[src/rtl/multicycle_pkg.sv]
// Shared constants and types for the multi-cycle control unit.
// Latency: n/a (declarations only).
// Backpressure: n/a.
package multicycle_pkg;

  // Opcode field values (ins[INS_W-1 -: 6])
  localparam logic [5:0] OP_ROLV = 6'b000000;
  localparam logic [5:0] OP_RORV = 6'b000010;
  localparam logic [5:0] OP_JAL  = 6'b000011;
  localparam logic [5:0] OP_NOTR = 6'b000100;
  localparam logic [5:0] OP_JR   = 6'b001000;
  localparam logic [5:0] OP_NORI = 6'b001110;
  localparam logic [5:0] OP_BLEU = 6'b010000;
  localparam logic [5:0] OP_ANDR = 6'b100000;
  localparam logic [5:0] OP_LW   = 6'b100011;
  localparam logic [5:0] OP_NORR = 6'b100110;
  localparam logic [5:0] OP_SW   = 6'b101011;

  typedef enum logic [3:0] {
    S_IDLE,
    S_FETCH,
    S_DECODE,
    S_R_EX,
    S_R_WB,
    S_I_EX,
    S_I_WB,
    S_MEM_ADDR,
    S_MEM_RD,
    S_MEM_WB,
    S_MEM_WR,
    S_BRANCH,
    S_JUMP,
    S_FAULT
  } state_t;

  typedef enum logic [4:0] {
    ALU_AND = 5'd0,
    ALU_NOR = 5'd1,
    ALU_ROL = 5'd2,
    ALU_ROR = 5'd3,
    ALU_ADD = 5'd4,
    ALU_LEU = 5'd5
  } alu_op_t;

  typedef enum logic [2:0] {
    CLS_R,
    CLS_I,
    CLS_LW,
    CLS_SW,
    CLS_BR,
    CLS_JR,
    CLS_JAL,
    CLS_ILL
  } ins_class_t;

  // PC source select
  localparam logic [1:0] PC_SRC_PC4    = 2'd0;
  localparam logic [1:0] PC_SRC_BRANCH = 2'd1;
  localparam logic [1:0] PC_SRC_JUMP   = 2'd2;
  localparam logic [1:0] PC_SRC_RS     = 2'd3;

  // ALU B operand select
  localparam logic [1:0] SRC_B_RT   = 2'd0;
  localparam logic [1:0] SRC_B_SEXT = 2'd1;
  localparam logic [1:0] SRC_B_ZEXT = 2'd2;
  localparam logic [1:0] SRC_B_ZERO = 2'd3;

  // Register file destination select
  localparam logic [1:0] DST_RT  = 2'd0;
  localparam logic [1:0] DST_RD  = 2'd1;
  localparam logic [1:0] DST_R31 = 2'd2;

endpackage

[src/rtl/opcode_decode.sv]
// Opcode decoder: maps the 6-bit opcode to an instruction class and ALU operation.
// Latency: combinational, zero cycles.
// Backpressure: none; pure function of the opcode.
module opcode_decode
  import multicycle_pkg::*;
(
  input  logic [5:0] opcode,
  output ins_class_t ins_class,
  output alu_op_t    alu_op,
  output logic       use_zero_b,
  output logic       illegal
);

  // Classify the opcode; any encoding not listed is illegal.
  always_comb begin
    ins_class  = CLS_ILL;
    alu_op     = ALU_AND;
    use_zero_b = 1'b0;
    case (opcode)
      OP_ANDR: begin ins_class = CLS_R;   alu_op = ALU_AND; end
      OP_NORR: begin ins_class = CLS_R;   alu_op = ALU_NOR; end
      // notr is rs NOR 0, so the B operand is forced to zero
      OP_NOTR: begin ins_class = CLS_R;   alu_op = ALU_NOR; use_zero_b = 1'b1; end
      OP_ROLV: begin ins_class = CLS_R;   alu_op = ALU_ROL; end
      OP_RORV: begin ins_class = CLS_R;   alu_op = ALU_ROR; end
      OP_NORI: begin ins_class = CLS_I;   alu_op = ALU_NOR; end
      OP_LW:   begin ins_class = CLS_LW;  alu_op = ALU_ADD; end
      OP_SW:   begin ins_class = CLS_SW;  alu_op = ALU_ADD; end
      OP_BLEU: begin ins_class = CLS_BR;  alu_op = ALU_LEU; end
      OP_JR:   begin ins_class = CLS_JR;  end
      OP_JAL:  begin ins_class = CLS_JAL; end
      default: begin ins_class = CLS_ILL; end
    endcase
  end

  assign illegal = (ins_class == CLS_ILL);

endmodule

[src/rtl/multicycle_control.sv]
// Multi-cycle control FSM: sequences fetch/decode/execute/memory/writeback and drives datapath controls.
// Latency: R/I 4, lw 5, sw 4, bleu 3, jr/jal 3 cycles with zero-wait memory.
// Backpressure: holds mem_req until mem_ready; MEM_TIMEOUT stalled cycles in one request -> sticky FAULT.
module multicycle_control
  import multicycle_pkg::*;
#(
  parameter int INS_W       = 32,
  parameter int MEM_TIMEOUT = 16,
  parameter int CNT_W       = 16
) (
  input  logic             clk,
  input  logic             reset_n,
  input  logic [INS_W-1:0] ins,
  input  logic             mem_ready,
  input  logic             cmp_le,
  output logic             mem_req,
  output logic             mem_we,
  output logic             ir_write,
  output logic             pc_write,
  output logic [1:0]       pc_src,
  output logic [4:0]       alu_op,
  output logic [1:0]       alu_src_b,
  output logic [1:0]       reg_dst,
  output logic             reg_write,
  output logic             mem_to_reg,
  output logic             fault,
  output logic             busy,
  output logic [CNT_W-1:0] retired
);

  localparam int WCNT_W = $clog2(MEM_TIMEOUT + 1);
  localparam logic [WCNT_W-1:0] WCNT_LAST = WCNT_W'(MEM_TIMEOUT - 1);

  state_t            state_q, state_d;
  logic [WCNT_W-1:0] wcnt_q;
  logic              mem_wait;
  logic              timeout_hit;
  logic              retire;

  ins_class_t        dec_class;
  alu_op_t           dec_alu_op;
  logic              dec_zero_b;
  logic              dec_illegal;
  logic              unused_ins_bits;

  opcode_decode u_dec (
    .opcode     (ins[INS_W-1 -: 6]),
    .ins_class  (dec_class),
    .alu_op     (dec_alu_op),
    .use_zero_b (dec_zero_b),
    .illegal    (dec_illegal)
  );

  // Only the opcode field steers control; operand fields belong to the datapath.
  assign unused_ins_bits = ^ins[INS_W-7:0];

  // A memory-facing state that did not get its handshake this cycle.
  assign mem_wait = ((state_q == S_FETCH) || (state_q == S_MEM_RD) || (state_q == S_MEM_WR))
                    && !mem_ready;
  // This stalled cycle is the MEM_TIMEOUT-th one; a ready in the same cycle never reaches here.
  assign timeout_hit = mem_wait && (wcnt_q == WCNT_LAST);

  // State register; reset aborts any instruction in flight.
  always_ff @(posedge clk or negedge reset_n) begin
    if (!reset_n) state_q <= S_IDLE;
    else          state_q <= state_d;
  end

  // Wait counter: counts stalled cycles of the current request, cleared otherwise.
  always_ff @(posedge clk or negedge reset_n) begin
    if (!reset_n)      wcnt_q <= '0;
    else if (mem_wait) wcnt_q <= wcnt_q + WCNT_W'(1);
    else               wcnt_q <= '0;
  end

  // Retired-instruction counter, wraps naturally.
  always_ff @(posedge clk or negedge reset_n) begin
    if (!reset_n)    retired <= '0;
    else if (retire) retired <= retired + CNT_W'(1);
  end

  // Next-state and per-state datapath controls.
  always_comb begin
    state_d    = state_q;
    mem_req    = 1'b0;
    mem_we     = 1'b0;
    ir_write   = 1'b0;
    pc_write   = 1'b0;
    pc_src     = PC_SRC_PC4;
    alu_op     = ALU_AND;
    alu_src_b  = SRC_B_RT;
    reg_dst    = DST_RT;
    reg_write  = 1'b0;
    mem_to_reg = 1'b0;
    retire     = 1'b0;
    fault      = (state_q == S_FAULT);
    busy       = (state_q != S_IDLE) && (state_q != S_FAULT);

    case (state_q)
      S_IDLE: state_d = S_FETCH;

      S_FETCH: begin
        mem_req = 1'b1;
        if (mem_ready) begin
          ir_write = 1'b1;
          pc_write = 1'b1;
          pc_src   = PC_SRC_PC4;
          state_d  = S_DECODE;
        end else if (timeout_hit) begin
          state_d = S_FAULT;
        end
      end

      S_DECODE: begin
        if (dec_illegal) begin
          state_d = S_FAULT;
        end else begin
          case (dec_class)
            CLS_R:            state_d = S_R_EX;
            CLS_I:            state_d = S_I_EX;
            CLS_LW, CLS_SW:   state_d = S_MEM_ADDR;
            CLS_BR:           state_d = S_BRANCH;
            CLS_JR, CLS_JAL:  state_d = S_JUMP;
            default:          state_d = S_FAULT;
          endcase
        end
      end

      S_R_EX: begin
        alu_op    = dec_alu_op;
        alu_src_b = dec_zero_b ? SRC_B_ZERO : SRC_B_RT;
        state_d   = S_R_WB;
      end

      S_R_WB: begin
        reg_write = 1'b1;
        reg_dst   = DST_RD;
        retire    = 1'b1;
        state_d   = S_FETCH;
      end

      S_I_EX: begin
        alu_op    = ALU_NOR;
        alu_src_b = SRC_B_ZEXT;
        state_d   = S_I_WB;
      end

      S_I_WB: begin
        reg_write = 1'b1;
        reg_dst   = DST_RT;
        retire    = 1'b1;
        state_d   = S_FETCH;
      end

      S_MEM_ADDR: begin
        alu_op    = ALU_ADD;
        alu_src_b = SRC_B_SEXT;
        state_d   = (dec_class == CLS_SW) ? S_MEM_WR : S_MEM_RD;
      end

      S_MEM_RD: begin
        mem_req = 1'b1;
        if (mem_ready)        state_d = S_MEM_WB;
        else if (timeout_hit) state_d = S_FAULT;
      end

      S_MEM_WB: begin
        reg_write  = 1'b1;
        reg_dst    = DST_RT;
        mem_to_reg = 1'b1;
        retire     = 1'b1;
        state_d    = S_FETCH;
      end

      S_MEM_WR: begin
        mem_req = 1'b1;
        mem_we  = 1'b1;
        if (mem_ready) begin
          retire  = 1'b1;
          state_d = S_FETCH;
        end else if (timeout_hit) begin
          state_d = S_FAULT;
        end
      end

      S_BRANCH: begin
        alu_op   = ALU_LEU;
        pc_write = cmp_le;
        pc_src   = PC_SRC_BRANCH;
        retire   = 1'b1;
        state_d  = S_FETCH;
      end

      S_JUMP: begin
        pc_write = 1'b1;
        retire   = 1'b1;
        state_d  = S_FETCH;
        if (dec_class == CLS_JAL) begin
          pc_src    = PC_SRC_JUMP;
          reg_write = 1'b1;
          reg_dst   = DST_R31;
        end else begin
          pc_src = PC_SRC_RS;
        end
      end

      // Sticky until reset: every enable stays low.
      S_FAULT: state_d = S_FAULT;

      default: state_d = S_FAULT;
    endcase
  end

endmodule

[config.mk]
export PLATFORM = sky130hd
export DESIGN_NAME = multicycle_control
export DESIGN_NICKNAME = d
export VERILOG_FILES = /design/src/rtl/multicycle_pkg.sv /design/src/rtl/opcode_decode.sv /design/src/rtl/multicycle_control.sv
export SDC_FILE = /design/constraint.sdc
export NUM_CORES = 1
export LEC_CHECK = 0
export ABC_AREA = 0
export BUFFER_PORTS_ARGS = -buffer_cell sky130_fd_sc_hd__buf_4
export CORE_MARGIN = 2
export CORE_UTILIZATION = 50
export DETAILED_ROUTE_END_ITERATION = 7
export PLACE_DENSITY = 0.8
export SLEW_MARGIN = 20
export SYNTH_ARGS = -nofsm -noshare
export SYNTH_HDL_FRONTEND = slang
export SYNTH_HIERARCHICAL = 1
export SYNTH_SLANG_ARGS = --single-unit
[constraint.sdc]
create_clock -name clk -period 4.7 [get_ports clk]
set_input_delay 0.235 -clock clk [delete_from_list [all_inputs] [get_ports clk]]
set_output_delay 0.235 -clock clk [all_outputs]
set_load 0.01 [all_outputs]
# Word-level counts from Yosys, hierarchy flattened
# Index checks and enable logic that the tools add are counted.
# W data, S select, Z words.
totals:
  ff_bits: 25
  input_bits: 36
classes:
  add_sub_neg: 2
  eq_ne: 32
  mux: 28
  n_reduce_logical: 19
ops:
  columns: ["op", "n"]
  rows:
  - ["$pmux W4 S8", 1]
  - ["$eq A4 B4 Y1 const B", 6]
  - ["$eq A6 B6 Y1 const B", 4]
  - ["$pmux W3 S7", 1]
  - ["$mux W4", 5]
  - ["$pmux W4 S5", 1]
  - ["$pmux W5 S4", 1]
  - ["$add A16 B1 Y16 const B", 1]
  - ["$eq A4 B3 Y1 const B", 4]
  - ["$pmux W3 S5", 1]
  - ["$eq A3 B3 Y1 const B", 4]
  - ["$eq A6 B2 Y1 const B", 2]
  - ["$eq A6 B4 Y1 const B", 2]
  - ["$reduce_or A5 Y1", 2]
  - ["$reduce_or A3 Y1", 3]
  - ["$eq A4 B2 Y1 const B", 2]
  - ["$mux W1", 8]
  - ["$pmux W2 S2", 2]
  - ["$eq A3 B2 Y1 const B", 2]
  - ["$eq A6 B3 Y1 const B", 1]
  - ["$eq A6 B5 Y1 const B", 1]
  - ["$logic_not A6 Y1", 1]
  - ["$mux W2", 3]
  - ["$pmux W2 S3", 1]
  - ["other kinds (16)", 22]

# Depth between registers and ports, before layout
logic_depth:
  depth_word: 8
  ltp_mapped: 9
  depth_no_buf: 8

# Hierarchy
# Netlist, hierarchy kept.
modules_own_cells:
  columns: ["mod", "n_inst", "cells_per_inst", "area_each_um2", "seq_area_each_um2"]
  rows:
  - ["multicycle_control", 1, 182, 1594.0, 625.6]
  - ["opcode_decode", 1, 53, 310.3, 0.0]

# Worst setup path after synthesis
# No wires, ideal clock.
synth_path:
  path_type: "input to register"
  startpoint: "input port ins[29]"
  endpoint: "register state_q[3]"
  arrival_time_ps: 1712
  setup_slack_ps: 2864
  stages: 8
  path_cell_list: "buf_6 maj3_2 or4_1 o21ai_1 a21oi_1 o211ai_1 a21oi_1 o31a_1"
synth_via:
  word_cells_on_any_way: 26
  classes_between: "eq/ne (17); mux (4); reduce/logical (5)"
synth_lines:
  columns: ["item", "line", "rtl"]
  rows:
  - ["start: declaration", "multicycle_control.sv:13", "input logic [INS_W-1:0] ins,"]
  - ["$eq A6 B6 Y1, or another cell as far along", "opcode_decode.sv:19", "case (opcode)"]
  - ["$reduce_or A5 Y1 (no line)", null, null]
  - ["$pmux W3 S7 *", "opcode_decode.sv:19", null]
  - ["$eq A3 B3 Y1 *", "opcode_decode.sv:36", "assign illegal = (ins_class == CLS_ILL);"]
  - ["via dec_illegal", "multicycle_control.sv:43", "logic dec_illegal;"]
  - ["$mux W4 *", "multicycle_control.sv:115", "if (dec_illegal) begin"]
  - ["$pmux W4 S8 *", "multicycle_control.sv:99", "case (state_q)"]
  - ["via state_d[3]", "multicycle_control.sv:34", "state_t state_q, state_d;"]
  - ["end signal: assignment", "multicycle_control.sv:66", "else state_q <= state_d;"]
  - ["end: declaration", "multicycle_control.sv:34", null]
# The timed path passes the listed nets; every way through them passes the cells marked *.
# A chain may end at the register's enable or synchronous reset.

# Worst setup path in the final report
layout_path:
  startpoint: "input port ins[27]"
  endpoint: "output port reg_write"
layout_via:
  elab_chain_cells: 6
  word_cells_on_any_way: 16
  classes_between: "eq/ne (11); mux (3); reduce/logical (2)"
layout_lines:
  columns: ["item", "line", "rtl"]
  rows:
  - ["$eq A6 B6 Y1, or another cell as far along", "opcode_decode.sv:19", null]
  - ["$reduce_or A5 Y1 (no line)", null, null]
  - ["$pmux W3 S7 *", "opcode_decode.sv:19", null]
  - ["via dec_class[0]", "multicycle_control.sv:40", "ins_class_t dec_class;"]
  - ["$eq A3 B3 Y1 *", "multicycle_control.sv:198", "if (dec_class == CLS_JAL) begin"]
  - ["$mux W1 *", "multicycle_control.sv:198", null]
  - ["$pmux W1 S2 *", "multicycle_control.sv:99", null]
  - ["end: declaration", "multicycle_control.sv:24", "output logic reg_write,"]
# Marks and branches as above.

==> impl_metrics.env <==
export IMPL_yosysTopAreaCellShare_pct=32.9
export IMPL_netlist_area_sq_um=1900
export IMPL_grt_total_usage_pct=19.0
export IMPL_cp_arrival_ns=1.85
export IMPL_final_util_pct=60.8
export IMPL_rows=22
export IMPL_syn_to_final_growth_pct=16.8
export IMPL_slew_headroom_pct=54.4
export IMPL_viasPerCell=5.52
export IMPL_setup_violations=0
export IMPL_fin_crit_ns=2.09
export IMPL_crit_required_ns=4.47
export IMPL_worst_path_buf_inv=3
export IMPL_nFillCells=357
export IMPL_holdWs_ns=0.343
export IMPL_swShare_pct=43.1
export IMPL_tns_ns=0
export IMPL_routed_wl_um=3920
export IMPL_die_height_um=65.7
export IMPL_p_sw_w=0.000429
export IMPL_hpwl_um=2900
export IMPL_synth_async_reset_ratio_pct=100
export IMPL_ys_seq_elements=25
export IMPL_drt_iter0_drc=186
export IMPL_fmax_mhz=479
export IMPL_finalHoldViolCount=0
export IMPL_leakage_nw=0.982
export IMPL_vdd_ir_drop_max_mv=0.272
export IMPL_max_stage_delay_ns=0.52
export IMPL_yosysTopAreaCell="dfrtp_1"
export IMPL_cts_sinks=25
export IMPL_antenna_found_initial=0
export IMPL_num_vias=1723
export IMPL_pwr_share_comb_pct=49.5
export IMPL_crit_family="simple AND/OR/NAND/NOR gates"
export IMPL_gp_congestion=0.866
export IMPL_ys_types=46
export IMPL_core_region_area_sq_um=3660
export IMPL_worst_slack_ns=2.61
export IMPL_synth_edf_count=0
export IMPL_initial_core_util_pct=52.0
export IMPL_ys_top_cells_by_count="nand2_1 (28), nor2_1 (27), dfrtp_1 (25)"
export IMPL_grt_max_degree=26
export IMPL_cts_tree="yes"
export IMPL_cp_start_kind="primary input"
export IMPL_rsz0062_at_grt="false"
export IMPL_syn_avg_cell_area_sq_um=8.10
export IMPL_nets=304
export IMPL_syn_inst=235
export IMPL_pin_count=71
export IMPL_cts_root_buf="clkbuf_8"
export IMPL_hold_path_class="primary input to flip-flop"
export IMPL_crit_top_cell="buf_4"
export IMPL_status="finished clean"
export IMPL_sequentialPowerShare_pct=38.3
export IMPL_tightest_slew_ns=0.684
export IMPL_synthFlopType="dfrtp_1"
export IMPL_dpl_cell_count=307
export IMPL_cp_max_fo=13
export IMPL_grt_overflow_total=0
export IMPL_cts_htree_levels=1
export IMPL_synth_area_top_cells="dfrtp_1 (33%), xnor2_1 (6.9%), nand2_1 (5.5%)"
export IMPL_clkLatencyLatePin_ns=0.26
export IMPL_grt_pass1_wl_um=6670
export IMPL_maxCapViolCount=0
export IMPL_io_buffer_count=42
export IMPL_clkTransAtPathRegs_ns=0.08
export IMPL_seq_area_frac_synth_pct=32.9
export IMPL_dp_slack_ns=2.60
export IMPL_yosysMostFrequentCell="nand2_1"
export IMPL_pwr_share_clk_pct=12.1
export IMPL_cts_buffers=3
export IMPL_crit_chain="buf_4, or4_1, a21oi_1, nand2_1, inv_1, nand3_1, o21ai_0, a21o_1, buf_4"
export IMPL_finClkSkew_ns=0.00512
export IMPL_ant_nets=0
export IMPL_cp_end_kind="primary output"
export IMPL_finalNonFillerCells=312
export IMPL_wl_per_cell_um=12.6
export IMPL_yosys_warnings=6
export IMPL_first_pass_iters=4
export IMPL_power_density_cell_area_nw_per_um2=447
export IMPL_fp_dieW_um=65.7
export IMPL_antennaDiodeCount=0
export IMPL_clockBufferDepth=2
export IMPL_timing_final_crit_share_pct=44.5
export IMPL_slew_viol_final=0
export IMPL_grt_pass1_vias=1471
export IMPL_cts_resized=0
export IMPL_drc=0
export IMPL_crit_path_top_delay_cell="or4_1"
export IMPL_drive_gt1_share_pct=20.5
export IMPL_crit_type="primary input to primary output"
export IMPL_p_int_w=0.000566
export IMPL_die_area_sq_um=4320
## layout by cell type, fill, tap and decap left out, types with 4 or more instances in the layout
cell type	count
nor2_1	27
nor4b_1	4
buf_4	42
nor3_1	11
xnor2_1	15
xor2_1	6
nand2_1	28
inv_1	8
nand4_1	7
nand3_1	14
o21ai_0	6
a21oi_1	7
nand2b_1	8
dfrtp_1	25
## flip-flops by register name, summed over array words and instances, names as in the netlist
register  count
state_q       4
retired      16
wcnt_q        5
## power by group through the flow
stage	logic, W	registers (W)	clock network (W)
final	0.000493	0.000381	0.000121
after global routing	0.000552	0.000401	0.000134
after CTS	0.000498	0.000380	0.000124
after detailed placement	0.000496	0.000383	0
after global placement	0.000489	0.000382	0
after floorplan	0.000414	0.000317	0
## per-stage QoR
stage                     instance area, sq um  power, W
after detailed placement                  2170  0.000879
after global routing                      2220   0.00109
final                                     2220  0.000995
after CTS                                 2220   0.00100
after global placement                    2170  0.000871
after floorplan                           1910  0.000732
## cells by family (layout without fill, tap and decap cells)
group	count (synthesis)	in the layout	share of synthesized area, %
other cells	1	2	0.197
flops	25	25	32.9
xor+xnor	21	21	9.66
simple gates	119	119	31.8
fa+ha+maj	4	4	2.56
compound gates	35	35	13.6
mux	3	3	1.77
buf+inv	27	55	7.56
## metal layers
| layer | track usage, % | up-vias | part of all wire [%] | wire (um) |
|---|---|---|---|---|
| met5 | 0 | - | 0 | 0 |
| met4 | 3.65 | 0 | 0.66 | 26 |
| met3 | 1.03 | 4 | 5.5 | 217 |
| met2 | 29.7 | 51 | 46 | 1800 |
| met1 | 29.2 | 799 | 48 | 1880 |
| li1 | - | 869 | - | - |
## layout make-up
cell class / instances / area [sq um] / area share, %
multi-input cells: 184 / 1140 / 51.2
well taps: 48 / 60.1 / 2.70
clock buffers: 4 / 45.0 / 2.02
inverters: 8 / 30.0 / 1.35
repair buffers: 43 / 325 / 14.6
flip-flops and latches: 25 / 626 / 28.1
## worst register-to-register path, stage by stage, from the launching register on
cell and delay, ns:
dfrtp_1 0.79, a21oi_1 0.21, o2bb2ai_4 0.41, nor4b_1 0.36, xor2_1 0.18
## worst paths after layout
check                      cells past startpoint                  from  slack (ns)                       to
setup reg to reg                               4  state_q[1]$_DFF_PN0_        2.69  retired[13]$_DFFE_PN0P_
setup / recovery                               9               ins[27]        2.61                reg_write
hold / removal                                 3             mem_ready        0.34     state_q[0]$_DFF_PN0_
hold reg to reg                                1   wcnt_q[0]$_DFF_PN0_        0.46      wcnt_q[0]$_DFF_PN0_
max in group asynchronous                      2               reset_n        4.07   retired[6]$_DFFE_PN0P_
min in group asynchronous                      2               reset_n        0.40  retired[12]$_DFFE_PN0P_
## timing repair
action	CTS	global route
buffers inserted	0	0
hold endpoints to repair	25	0
hold buffers	1	0
Note: power is estimated with default switching activity, not from simulation.
